[src/rtl/rr_decoder_arbiter.sv]
// rr_decoder_arbiter
// Round-robin arbiter for 8 requesters. A grant is presented as a
// binary index (o_sel) and an active-low one-hot vector (o_y). Each
// grant lasts at most HOLD_CYCLES cycles, followed by GAP_CYCLES idle
// cycles. After a grant, the requester just granted has the lowest
// priority in the next arbitration.
//
// Ports:
//   i_clk      - clock; all state updates on its rising edge
//   i_rst      - asynchronous active-high reset
//   i_req      - request vector; bit k = requester k wants the resource
//   i_release  - current grantee ends its grant early
//   o_sel      - index of the current or most recent grantee (registered)
//   o_y        - active-low one-hot grant, all ones when not granting (registered)
//   o_valid    - high while in GRANT (registered)
//   o_busy     - high while in GRANT or GAP (registered)
module rr_decoder_arbiter #(
    parameter int unsigned HOLD_CYCLES = 4,
    parameter int unsigned GAP_CYCLES  = 1
) (
    input  logic       i_clk,
    input  logic       i_rst,
    input  logic [7:0] i_req,
    input  logic       i_release,
    output logic [2:0] o_sel,
    output logic [7:0] o_y,
    output logic       o_valid,
    output logic       o_busy
);

    localparam int unsigned N      = 8;
    localparam int unsigned IDX_W  = 3;
    localparam int unsigned HOLD_W = 8;
    localparam int unsigned GAP_W  = 4;

    // Terminal counts; GAP_LAST is never used when the gap is disabled.
    localparam logic [HOLD_W-1:0] HOLD_LAST = HOLD_W'(HOLD_CYCLES - 1);
    localparam logic [GAP_W-1:0]  GAP_LAST  = GAP_W'(GAP_CYCLES - 1);
    localparam logic              GAP_EN    = (GAP_CYCLES > 0);

    typedef enum logic [1:0] {
        IDLE  = 2'd0,
        GRANT = 2'd1,
        GAP   = 2'd2
    } state_t;

    state_t              state_q, state_d;
    logic [IDX_W-1:0]    last_q, last_d;
    logic [HOLD_W-1:0]   hold_q, hold_d;
    logic [GAP_W-1:0]    gap_q, gap_d;
    logic [IDX_W-1:0]    sel_d;
    logic [N-1:0]        y_d;
    logic                valid_d;
    logic                busy_d;

    logic                pick_found;
    logic [IDX_W-1:0]    pick_idx;
    logic                grant_end;

    // Round-robin search starting just after the last grantee; the final
    // candidate (offset 8) wraps back to the last grantee itself.
    always_comb begin
        pick_found = 1'b0;
        pick_idx   = '0;
        for (int i = 1; i <= int'(N); i++) begin
            if (!pick_found && i_req[last_q + IDX_W'(i)]) begin
                pick_found = 1'b1;
                pick_idx   = last_q + IDX_W'(i);
            end
        end
    end

    // Any of terminal count, early release or a dropped request ends the grant.
    assign grant_end = (hold_q == HOLD_LAST) || i_release || !i_req[o_sel];

    // Next-state and next-output logic.
    always_comb begin
        state_d = state_q;
        last_d  = last_q;
        hold_d  = hold_q;
        gap_d   = gap_q;
        sel_d   = o_sel;
        y_d     = o_y;
        valid_d = o_valid;
        busy_d  = o_busy;

        case (state_q)
            IDLE: begin
                if (pick_found) begin
                    state_d = GRANT;
                    last_d  = pick_idx;
                    hold_d  = '0;
                    sel_d   = pick_idx;
                    y_d     = ~(N'(1) << pick_idx);
                    valid_d = 1'b1;
                    busy_d  = 1'b1;
                end
            end

            GRANT: begin
                if (grant_end) begin
                    hold_d  = '0;
                    y_d     = '1;
                    valid_d = 1'b0;
                    if (GAP_EN) begin
                        state_d = GAP;
                        gap_d   = '0;
                        busy_d  = 1'b1;
                    end else begin
                        state_d = IDLE;
                        busy_d  = 1'b0;
                    end
                end else begin
                    hold_d = hold_q + HOLD_W'(1);
                end
            end

            GAP: begin
                if (gap_q == GAP_LAST) begin
                    state_d = IDLE;
                    gap_d   = '0;
                    busy_d  = 1'b0;
                end else begin
                    gap_d = gap_q + GAP_W'(1);
                end
            end

            default: begin
                state_d = IDLE;
                y_d     = '1;
                valid_d = 1'b0;
                busy_d  = 1'b0;
            end
        endcase
    end

    // State, counters and registered outputs. Reset seeds last_q with 7 so
    // the first arbitration starts at index 0.
    always_ff @(posedge i_clk or posedge i_rst) begin
        if (i_rst) begin
            state_q <= IDLE;
            last_q  <= 3'd7;
            hold_q  <= '0;
            gap_q   <= '0;
            o_sel   <= 3'd0;
            o_y     <= 8'hFF;
            o_valid <= 1'b0;
            o_busy  <= 1'b0;
        end else begin
            state_q <= state_d;
            last_q  <= last_d;
            hold_q  <= hold_d;
            gap_q   <= gap_d;
            o_sel   <= sel_d;
            o_y     <= y_d;
            o_valid <= valid_d;
            o_busy  <= busy_d;
        end
    end

endmodule

[config.mk]
export PLATFORM = sky130hd
export DESIGN_NAME = rr_decoder_arbiter
export DESIGN_NICKNAME = d
export VERILOG_FILES = /design/src/rtl/rr_decoder_arbiter.sv
export SDC_FILE = /design/constraint.sdc
export NUM_CORES = 1
export LEC_CHECK = 0
export CORE_UTILIZATION = 35
export CTS_CLUSTER_SIZE = 40
export DETAILED_ROUTE_END_ITERATION = 8
export HOLD_SLACK_MARGIN = 0.08
export SLEW_MARGIN = 10
export SYNTH_ARGS = -nofsm -noshare
export SYNTH_HDL_FRONTEND = slang
export SYNTH_SLANG_ARGS = --single-unit
export TNS_END_PERCENT = 50
[constraint.sdc]
create_clock -name i_clk -period 3.8 [get_ports i_clk]
set_clock_uncertainty 0.15 [all_clocks]
set_input_delay 0.76 -clock i_clk [delete_from_list [all_inputs] [get_ports i_clk]]
set_output_delay 0.76 -clock i_clk [all_outputs]
set_load 0.005 [all_outputs]
## Word-level counts from Yosys, hierarchy flattened

Index checks and enable logic that the tools add are counted.

| storage, ports and cells | value |
|---|---|
| bits in registers | 30 |

| cells by class | value |
|---|---|
| $add $sub $neg | 9 |
| magnitude comparators | 9 |
| equality and inequality tests | 6 |
| shift operators | 1 |
| multiplexer cells | 53 |
| bitwise logic cells | 2 |
| reductions and logical operators | 26 |

Operator list:

| cell | count |
|---|---|
| 3-bit by 4-bit less-than comparator with 1-bit output, second input constant | 9 |
| 8-bit two-way mux | 4 |
| 1-bit binary-select mux with 3-bit select | 9 |
| 3-bit two-way mux | 8 |
| 8-bit case mux with 3 select lines | 1 |
| 1-bit two-way mux | 21 |
| 8-bit case mux with 2 select lines | 1 |
| 3-bit adder, second input constant | 4 |
| 8-bit by 1-bit adder with 8-bit output, second input constant | 1 |
| 8-bit by 2-bit equality test with 1-bit output, second input constant | 1 |
| 1-bit zero test | 8 |
| 4-bit two-way mux | 2 |
| 8-bit inverter | 1 |
| 4-bit case mux with 2 select lines | 1 |
| 1-bit by 3-bit << shifter with 8-bit output, first input constant | 1 |
| 1-bit logical AND | 7 |
| 3-bit by 2-bit adder with 3-bit output, second input constant | 2 |
| 2-bit two-way mux | 3 |
| 2-bit != test, second input constant | 3 |
| 1-bit case mux with 3 select lines | 2 |
| 2-bit case mux with 3 select lines | 1 |
| 2-bit AND reduction | 3 |
| 3-bit AND reduction | 2 |
| 4-bit by 1-bit adder with 4-bit output, second input constant | 1 |
| 8 further kinds | 10 |

## Longest topological paths before layout

Gate-level depths: netlist of run 1.

| depth | value |
|---|---|
| word-level depth | 29 |
| depth in mapped cells | 14 |

## Worst setup path before layout of run 1

Ideal clock, no wire load.

| timing | value |
|---|---|
| kind | register to register |
| start | register last_q[0] |
| end | register o_y[0] |
| setup time | 83 ps |
| arrival time | 3079 ps |
| required time | 3567 ps |
| setup slack | 488 ps |
| stages on the path, launching flop included | 15 |
| cells stage by stage | dfstp_2 > buf_6 > buf_6 > inv_1 > ha_1 > buf_2 > or2_2 > o22ai_1 > o211ai_1 > a211o_2 > a21oi_1 > nor2_1 > a22o_1 > buf_2 > o32a_1 |

| between the ends | value |
|---|---|
| word-level cells in the longest chain between the ends | 29 |
| elaborated cells between the ends (all ways) | 59 |
| classes of those cells | add/sub (7); eq/ne (1); shift (1); mux (34); bitwise (1); reduce/logical (15) |

Ends and longest elaborated chain:

| element | RTL line | source |
|---|---|---|
| from (decl) | 48 | `logic [IDX_W-1:0] last_q, last_d;` |
| from (signal assigned) | 151 | `last_q <= last_d;` |
| 3-bit by 1-bit adder with 3-bit output | 66, 68 |  |
| 1-bit binary-select mux with 3-bit select | 66 | `if (!pick_found && i_req[last_q + IDX_W'(i)]) begin` |
| 1-bit two-way mux (implied by the code) | 66 |  |
| 1-bit two-way mux | 66 |  |
| 1-bit zero test | 66 |  |
| 1-bit logical AND | 66 |  |
| 1-bit two-way mux | 66 |  |
| 1-bit zero test | 66 |  |
| (+13 left out) | - |  |
| 1-bit two-way mux | 66 |  |
| 1-bit zero test | 66 |  |
| 1-bit logical AND | 66 |  |
| 3-bit two-way mux | 66 |  |
| 1-bit by 3-bit << shifter with 8-bit output | 94 | `y_d = ~(N'(1) << pick_idx);` |
| 8-bit inverter | 94 |  |
| 8-bit two-way mux | 89 | `if (pick_found) begin` |
| 8-bit case mux with 3 select lines | 87 | `case (state_q)` |
| to (signal assigned) | 155 | `o_y <= y_d;` |
| to (decl) | 26 | `output logic [7:0] o_y,` |

Several ways; a longest one is shown, not always the timed one. The select of a mux whose other input is x is not followed.
A chain may end at the register's enable or synchronous reset.

## Final worst setup path of run 1

| timing | value |
|---|---|
| start | register last_q[0] |
| end | register o_y[2] |

The elaborated chain is that of the path after synthesis.

==> results of run 1 <==
per-stage QoR:
| step | hold slack [ns] | power, mW |
|---|---|---|
| floorplan | 0.301 | 2.01 |
| global placement | 0.323 | 2.48 |
| detailed placement | 0.334 | 2.48 |
| CTS | 0.342 | 2.75 |
| global route | 0.371 | 3.01 |
| finish | 0.349 | 2.74 |
cells by family (layout without fill, tap and decap cells):
logic type               count (synthesis)  count (layout)
AND/OR/NAND/NOR                         88              88
AO/OA/AOI/OAI                           69              69
flip-flops                              30              30
multiplexers                            28              28
buffers and inverters                   27              57
XOR/XNOR                                 9               9
adder cells (fa/ha/maj)                  5               5
cell usage after synthesis, types with 2 or more instances:
library cell	n
o32a_1	4
mux4_2	8
o21a_1	2
nor3_1	10
dfstp_2	11
nor4_1	2
o22ai_1	9
nand3b_1	2
nand3_1	5
o21ai_0	14
dfrtp_1	19
xnor2_1	7
buf_6	3
xor2_2	2
a21oi_1	9
buf_2	4
nand2_1	30
a31oi_1	6
a211oi_1	2
inv_1	17
a41oi_1	2
mux2i_1	10
nor2_1	23
mux2_2	8
ha_1	5
a221oi_1	3
nand2b_1	7
and2_1	3
o21ai_1	2
clkbuf_1	3
routing by layer:
layer | GRT usage [%] | vias up | routed length [µm]
li1 | - | 998 | -
met1 | 19.7 | 1025 | 2410
met2 | 28.7 | 42 | 2770
met3 | 3.26 | 10 | 174
met4 | 6.78 | 0 | 98
met5 | 0 | - | 0
cell type report:
class | count | share of cell area (%)
Multi-Input combinational cell | 199 | 52.4
Sequential cell | 30 | 27.7
Timing Repair Buffer | 32 | 10.8
Tap cell | 77 | 3.49
Clock buffer | 7 | 3.13
Inverter | 17 | 2.31
Clock inverter | 1 | 0.181
where the power goes:
group	leakage (nW)	total, mW	internal [mW]	switching (mW)
clock network	0.0482	0.263	0.146	0.117
logic	0.655	1.95	0.838	1.11
registers	0.364	0.534	0.431	0.104
total	1.07	2.74	1.41	1.33
critical path: cells and delay by family, from the launching register on:
family | cells | cell delay, ns
mux | 1 | 0.35
flops | 1 | 0.52
simple gates | 1 | 0.05
buf+inv | 1 | 0.24
compound gates | 5 | 1.37
xor+xnor | 1 | 0.37
fa+ha+maj | 1 | 0.25
path summary, 6_finish.rpt:
kind	start	to	slack, ns	cells past startpoint
max	last_q[0]	o_y[2]	0.41	10
max reg2reg	last_q[0]	o_y[2]	0.41	10
min reg2reg	gap_q[3]	gap_q[3]	0.35	1
min in group asynchronous	i_rst	hold_q[2]	0.83	2
min	gap_q[3]	gap_q[3]	0.35	1
max in group asynchronous	i_rst	o_y[2]	1.94	3
sequential cells by signal, indices dropped and copies added, names as in the netlist:
signal	count
last_q	3
hold_q	8
o_sel	3
o_valid	1
o_busy	1
o_y	8
gap_q	4
state_q	2
==> metrics.md, run 1 <==
| Metric | Value |
|---|---|
| CP required | 3.86 ns |
| Fillers | 641 |
| CTS Hold Bufs | 0 |
| Detailed-route via count | 2075 |
| Final Setup Violations | 0 |
| Setup crit end kind | register |
| Final core utilization | 43.2% |
| Max Slew Vio Count | 0 |
| DRT antenna net count | 0 |
| Antenna violations before repair | 0 |
| Post-cts gate resize count | 0 |
| CP max stage cell | dfstp_2 |
| Clk_lat worst skew | 0.28 ns |
| Syn_nets | 272 |
| DRC violations left | 0 |
| Mean Syn Cell Area | 9.13 µm² |
| Synth unique cells | 54 |
| Yosys reg bits | 30 |
| I/O Buffers | 23 |
| FP Rows | 29 |
| Final period util | 89.2% |
| Static Leakage | 1.07 nW |
| Die span in x | 83.7 µm |
| Max stage delay on crit path | 0.52 ns |
| Top cell type by total area after synthesis | dfrtp_1 |
| Final wirelength | 5450 µm |
| Grt ovf | 0 |
| Root Buffer Master | clkbuf_8 |
| Area share of the largest cell type after synthesis | 20.3% |
| Startpoint Class | register |
| Area delta synth->final | 18.0% |
| Ys Warns | 0 |
| # Post-CTS Setup Buffers | 0 |
| Placed wire-length estimate | 4170 µm |
| Mux cell area share after synthesis | 17.4% |
| Slew @ Worst Pin | 0.930 ns |
| Simple-Gate Fraction of Synth Area | 17.2% |
| Vias per Instance | 5.72 |
| Finished Cell Area | 2760 µm² |
| Status | finished, final reports clean |
| TritonCTS clock tree | built |
| Final cell count without fillers | 363 |
| Main combinational cell family by area after synthesis | compound AO/OA/AOI/OAI gates |
| Ranking of synthesized cells by area | dfrtp_1, dfstp_2, mux4_2 |
| Io pins | 24 |
| Achievable clock frequency | 295 MHz |
| Share of layout cells above drive strength 1 | 18.5% |
| Synth Area in Compound Gates | 20.5% |
| Max_cap viols | 0 |
| Placer congestion estimate | 0.837 |
| CP Max Fanout | 15 |
| Setup TNS | 0 ns |
| CTS Buf Count | 5 |
| WS Path Type | reg2reg |
| Max_slew headroom | 37.9% |
| Overall Global Routing Usage | 16.4% |
| Seq/Total Area, Yosys | 32.7% |
| # diodes | 0 |
| Post-route worst setup slack | 0.411 ns |
| Area of the multi-input gates | 1450 µm² |
| Pre-antenna DRT Iters | 4 |
| Fin crit period | 3.39 ns |
| Post-Syn Instances | 256 |
| First-pass GRT wire length | 9370 µm |
| Die Y | 83.7 µm |
| Register Area | 764 µm² |
| Clock sink count | 30 |
| Starting Density | 36.6% |
| Final number of hold-violating endpoints | 0 |
| Worst path cell trace | buf_4 -> ha_1 -> xor2_2 -> mux2i_1 -> a221oi_2 -> a211o_2 -> a21oi_1 -> nor2_1 -> a22o_1 -> o32a_1 |
| RSZ-0062 raised after global routing | false |
| XOR/XNOR Fraction of Synth Area | 4.01% |
| Placed cells | 355 |
| EDFF count, synth | 0 |
| Most frequent cells in the layout | nand2_1, nor2_1, clkdlybuf4s50_1 |
| Worst min path class | reg2reg |
| Nets | 301 |
| CTS H-Tree Depth | 2 |
| Core area | 6390 µm² |
| Place WS | 0.170 ns |
| Commonest non-fill, non-tap cell in the layout | nand2_1 |
| Clk slew on worst S/H paths | 0.06 ns |
| Pwr Density | 995 nW/µm² |
| Post-synth top flop | dfrtp_1 |
| Post-Syn Area | 2340 µm² |
| Largest net degree at the start of global routing | 26 |
| Number of global-route vias before repair | 2028 |
| Avg WL per Cell | 15.0 µm |
| Dpl cell area | 2670 µm² |
| Die Footprint | 7010 µm² |
| Clock Path Buffers | 2 |
| Critical Path AT | 3.45 ns |
| Ys async rst share | 100% |
| Worst vdd ir | 0.387 mV |
| Initial DRC count | 112 |
| Adder-cell share of the synthesized area | 2.68% |
(Power assumes the default switching activity.)
==> inputs of run 2 (changes only) <==
DONT_BUFFER_PORTS = 1   (was not set)
==> metrics.md, run 2 (synthesis results as in run 1) <==
| Metric | Value |
|---|---|
| Final cell count without fillers | 336 |
| # Post-CTS Setup Buffers | 0 |
| CTS H-Tree Depth | 2 |
| Most frequent cells in the layout | nand2_1, nor2_1, dfrtp_1 |
| Largest registers | hold_q (8), o_y (8), gap_q (4) |
| Die span in x | 83.7 µm |
| I/O Buffers | 0 |
| Grt ovf | 0 |
| Worst hold stages | 1 |
| Max_cap viols | 0 |
| Final period util | 92.0% |
| RSZ-0062 raised after global routing | false |
| Pwr Density | 1060 nW/µm² |
| Register Area | 764 µm² |
| CTS Buf Count | 5 |
| First-pass GRT wire length | 9170 µm |
| CTS Hold Bufs | 0 |
| DRC violations left | 0 |
| Placed cells | 328 |
| Placed wire-length estimate | 4180 µm |
| FP Rows | 29 |
| CP Max Fanout | 9 |
| Clk_lat worst skew | 0.28 ns |
| Fin crit period | 3.49 ns |
| Starting Density | 36.6% |
| Area of the multi-input gates | 1450 µm² |
| Setup TNS | 0 ns |
| Number of global-route vias before repair | 1858 |
| Worst vdd ir | 0.470 mV |
| # diodes | 0 |
| Placer congestion estimate | 0.889 |
| DRT antenna net count | 0 |
| TritonCTS clock tree | built |
| Status | finished, final reports clean |
| Clock sink count | 30 |
| Vias per Instance | 5.89 |
| R2R Path Start | last_q[1] |
| Achievable clock frequency | 286 MHz |
| CP required | 3.82 ns |
| Static Leakage | 0.950 nW |
| Die Footprint | 7010 µm² |
| Largest net degree at the start of global routing | 26 |
| Avg WL per Cell | 16.3 µm |
| Clk slew on worst S/H paths | 0.07 ns |
| Max Slew Vio Count | 0 |
| Fillers | 637 |
| Final wirelength | 5480 µm |
| Hold Path Sink | hold_q[1] |
| Setup crit end kind | register |
| Critical Path AT | 3.52 ns |
| Nets | 274 |
| WS Path Type | reg2reg |
| Clock Path Buffers | 2 |
| Final number of hold-violating endpoints | 0 |
| Post-cts gate resize count | 0 |
| Detailed-route via count | 1980 |
| Pre-antenna DRT Iters | 5 |
| Slew @ Worst Pin | 0.914 ns |
| FF-to-FF End | o_y[6] |
| Max_slew headroom | 39.0% |
| Startpoint Class | register |
| Cells on worst reg2reg path | 10 |
| Root Buffer Master | clkbuf_8 |
| Antenna violations before repair | 0 |
| Area delta synth->final | 6.47% |
| Core area | 6390 µm² |
| Overall Global Routing Usage | 16.1% |
| Final Setup Violations | 0 |
| Reg2reg setup slack | 0.31 ns |
| Commonest non-fill, non-tap cell in the layout | nand2_1 |
| Share of layout cells above drive strength 1 | 18.9% |
| Io pins | 24 |
| Worst min path class | reg2reg |
| Die Y | 83.7 µm |
| Hold path start | hold_q[1] |
| Initial DRC count | 113 |
==> run 2: per-stage QoR <==
stage	power [mW]	cell area [µm²]	utilization (%)	hold WS [ns]	setup WS, ns
3_3_place_gp	2.38	2410	37.7	0.352	0.416
4_1_cts	2.61	2490	39.0	0.363	0.330
2_1_floorplan	2.01	2340	-	0.301	0.488
5_1_grt	2.83	2490	39.0	0.390	0.116
3_5_place_dp	2.36	2410	37.7	0.351	0.393
6_report	2.63	2490	39.0	0.369	0.305
==> run 2: area by class of cell <==
type                       count  share of cell area, %
clock buffer                   6                   2.91
clock inverter                 2                  0.402
inverter                      17                   2.56
multi-input combinational    199                   58.0
sequential                    30                   30.7
tap                           77                   3.87
timing repair buffer           5                   1.51
==> run 2: how the worst max path moves through the flow <==
stage	to	startpoint	cells after the start	slack (ns)
after floorplan	o_y[0]	last_q[0]	14	0.49
after global placement	o_y[0]	last_q[1]	8	0.42
after detailed placement	o_y[3]	last_q[1]	10	0.39
after CTS	o_y[6]	last_q[1]	10	0.33
after global routing	hold_q[3]	last_q[1]	9	0.12
final	o_y[6]	last_q[1]	10	0.31
==> run 2: report_power, final <==
part / total, mW / switching [mW] / internal [mW]
Combinational: 1.83 / 1.09 / 0.742
Clock: 0.235 / 0.108 / 0.126
Sequential: 0.564 / 0.131 / 0.432
Total: 2.63 / 1.33 / 1.30
==> run 2: layer usage <==
layer | global-route usage [%] | vias up | share of wire [%]
met3 | 2.97 | 8 | 3.9
met2 | 27.7 | 52 | 51
met4 | 5.39 | 0 | 1.2
met5 | 0 | - | 0
li1 | - | 952 | -
met1 | 20.3 | 968 | 44
==> run 2: worst max-delay path: stages (launching register included) <==
cell	delay, ns
dfstp_2	0.62
inv_1	0.08
ha_1	0.30
xnor2_1	0.29
mux4_2	0.59
nand2_1	0.11
a211o_2	0.20
o21ai_2	0.09
a21boi_1	0.58
nor2_1	0.11
a41oi_1	0.26
==> inputs of run 3 (changes only) <==
GPL_TIMING_DRIVEN = 0   (was not set)
==> metrics.md, run 3 (synthesis results as in run 1) <==
| Metric | Value |
|---|---|
| Overall Global Routing Usage | 16.0% |
| Final number of hold-violating endpoints | 0 |
| Placer congestion estimate | 0.901 |
| CTS Buf Count | 5 |
| Commonest non-fill, non-tap cell in the layout | nand2_1 |
| Place WS | 0.0329 ns |
| Share of layout cells above drive strength 1 | 20.8% |
| Final period util | 95.3% |
| Final Setup Violations | 0 |
| Achievable clock frequency | 276 MHz |
| Critical path origin | last_q[0] |
| Pwr Density | 1050 nW/µm² |
| Placed wire-length estimate | 4020 µm |
| DRC violations left | 0 |
| # diodes | 0 |
| Antenna violations before repair | 0 |
| Clk slew on worst S/H paths | 0.06 ns |
| Die span in x | 83.7 µm |
| Initial DRC count | 135 |
| Core area | 6390 µm² |
| Largest net degree at the start of global routing | 31 |
| Max_cap viols | 0 |
| Pre-antenna DRT Iters | 4 |
| Critical Path AT | 3.68 ns |
| CTS Hold Bufs | 0 |
| Status | finished, final reports clean |
| Clock sink count | 30 |
| Post-route worst setup slack | 0.179 ns |
| WS Path Type | reg2reg |
| Grt ovf | 0 |
| CP required | 3.86 ns |
| FF-to-FF End | o_y[2] |
| Starting Density | 36.6% |
| Avg WL per Cell | 15.6 µm |
| Number of global-route vias before repair | 1874 |
| Io pins | 24 |
| Area delta synth->final | 9.58% |
| Most frequent cells in the layout | nand2_1, nor2_1, dfrtp_1 |
| Slew @ Worst Pin | 1.01 ns |
| Startpoint Class | register |
| CP Max Fanout | 15 |
| Die Y | 83.7 µm |
| Clock Path Buffers | 2 |
| Final core utilization | 40.1% |
| FP Rows | 29 |
| Worst min path class | in2async |
| Die Footprint | 7010 µm² |
| Nets | 279 |
| Setup TNS | 0 ns |
| Max_slew headroom | 32.2% |
| Final wirelength | 5320 µm |
| Largest registers | hold_q (8), o_y (8), gap_q (4) |
| CTS H-Tree Depth | 2 |
| Setup crit end kind | register |
| Worst vdd ir | 0.332 mV |
| Root Buffer Master | clkbuf_8 |
| Clk_lat worst skew | 0.28 ns |
| Final Power | 2.69 mW |
| First-pass GRT wire length | 8920 µm |
| Fin crit period | 3.62 ns |
| R2R Path Start | last_q[0] |
| Hold Worst Slack | 0.332 ns |
| Static Leakage | 0.977 nW |
| RSZ-0062 raised after global routing | true |
| Detailed-route via count | 1905 |
| DRT antenna net count | 0 |
| I/O Buffers | 0 |
| Vias per Instance | 5.59 |
| End of the critical path | o_y[2] |
| Reg2reg setup slack | 0.18 ns |
| TritonCTS clock tree | built |
| Max Slew Vio Count | 0 |
| Cells on worst reg2reg path | 10 |
run 3: cell type report:
cell class              instances  area, µm²
multi-input cells             199       1470
fillers                       644       3820
plain buffers                   9       72.6
clock inverters                 1       5.00
flip-flops and latches         30        764
repair buffers                  1       7.51
inverters                      17       63.8
well taps                      77       96.3
clock buffers                   7       86.3
run 3: through the flow:
step                      area [µm²]  instances
after CTS                       2530        341
final                           2560        341
after floorplan                 2340        256
after global routing            2560        341
after global placement          2430        333
after detailed placement        2430        333
run 3: worst min-delay path by stage:
stage | to | slack [ns] | cells after the start
floorplan | gap_q[3] | 0.30 | 1
global placement | gap_q[3] | 0.33 | 1
detailed placement | gap_q[3] | 0.33 | 1
CTS | gap_q[3] | 0.35 | 1
global route | gap_q[3] | 0.37 | 1
finish | gap_q[3] | 0.33 | 1
run 3: timing repair:
| action | in CTS | in global routing |
|---|---|---|
| buffers inserted | 0 | 1 |
| endpoints found under the setup margin | 0 | 17 |
| resized for setup | 0 | 14 |
run 3: worst max-delay path, cell delays in order (launching register included):
cell       delay (ns)
dfstp_2          0.55
buf_12           0.16
inv_1            0.10
ha_1             0.20
buf_2            0.17
xnor2_1          0.29
mux4_2           0.61
a2111oi_0        0.46
o21ai_0          0.22
a31o_2           0.30
o32a_1           0.33
run 3: power breakdown:
group          switching, mW  internal (mW)  total (mW)
clock network          0.113          0.146       0.259
logic                   1.11          0.793        1.90
registers              0.105          0.432       0.537
run 3: per-layer routing:
layer / GRT usage (%) / share of wire [%]
met5: 0 / 0
met3: 3.36 / 4.1
met2: 26.9 / 49
met1: 19.5 / 45
met4: 7.40 / 1.9
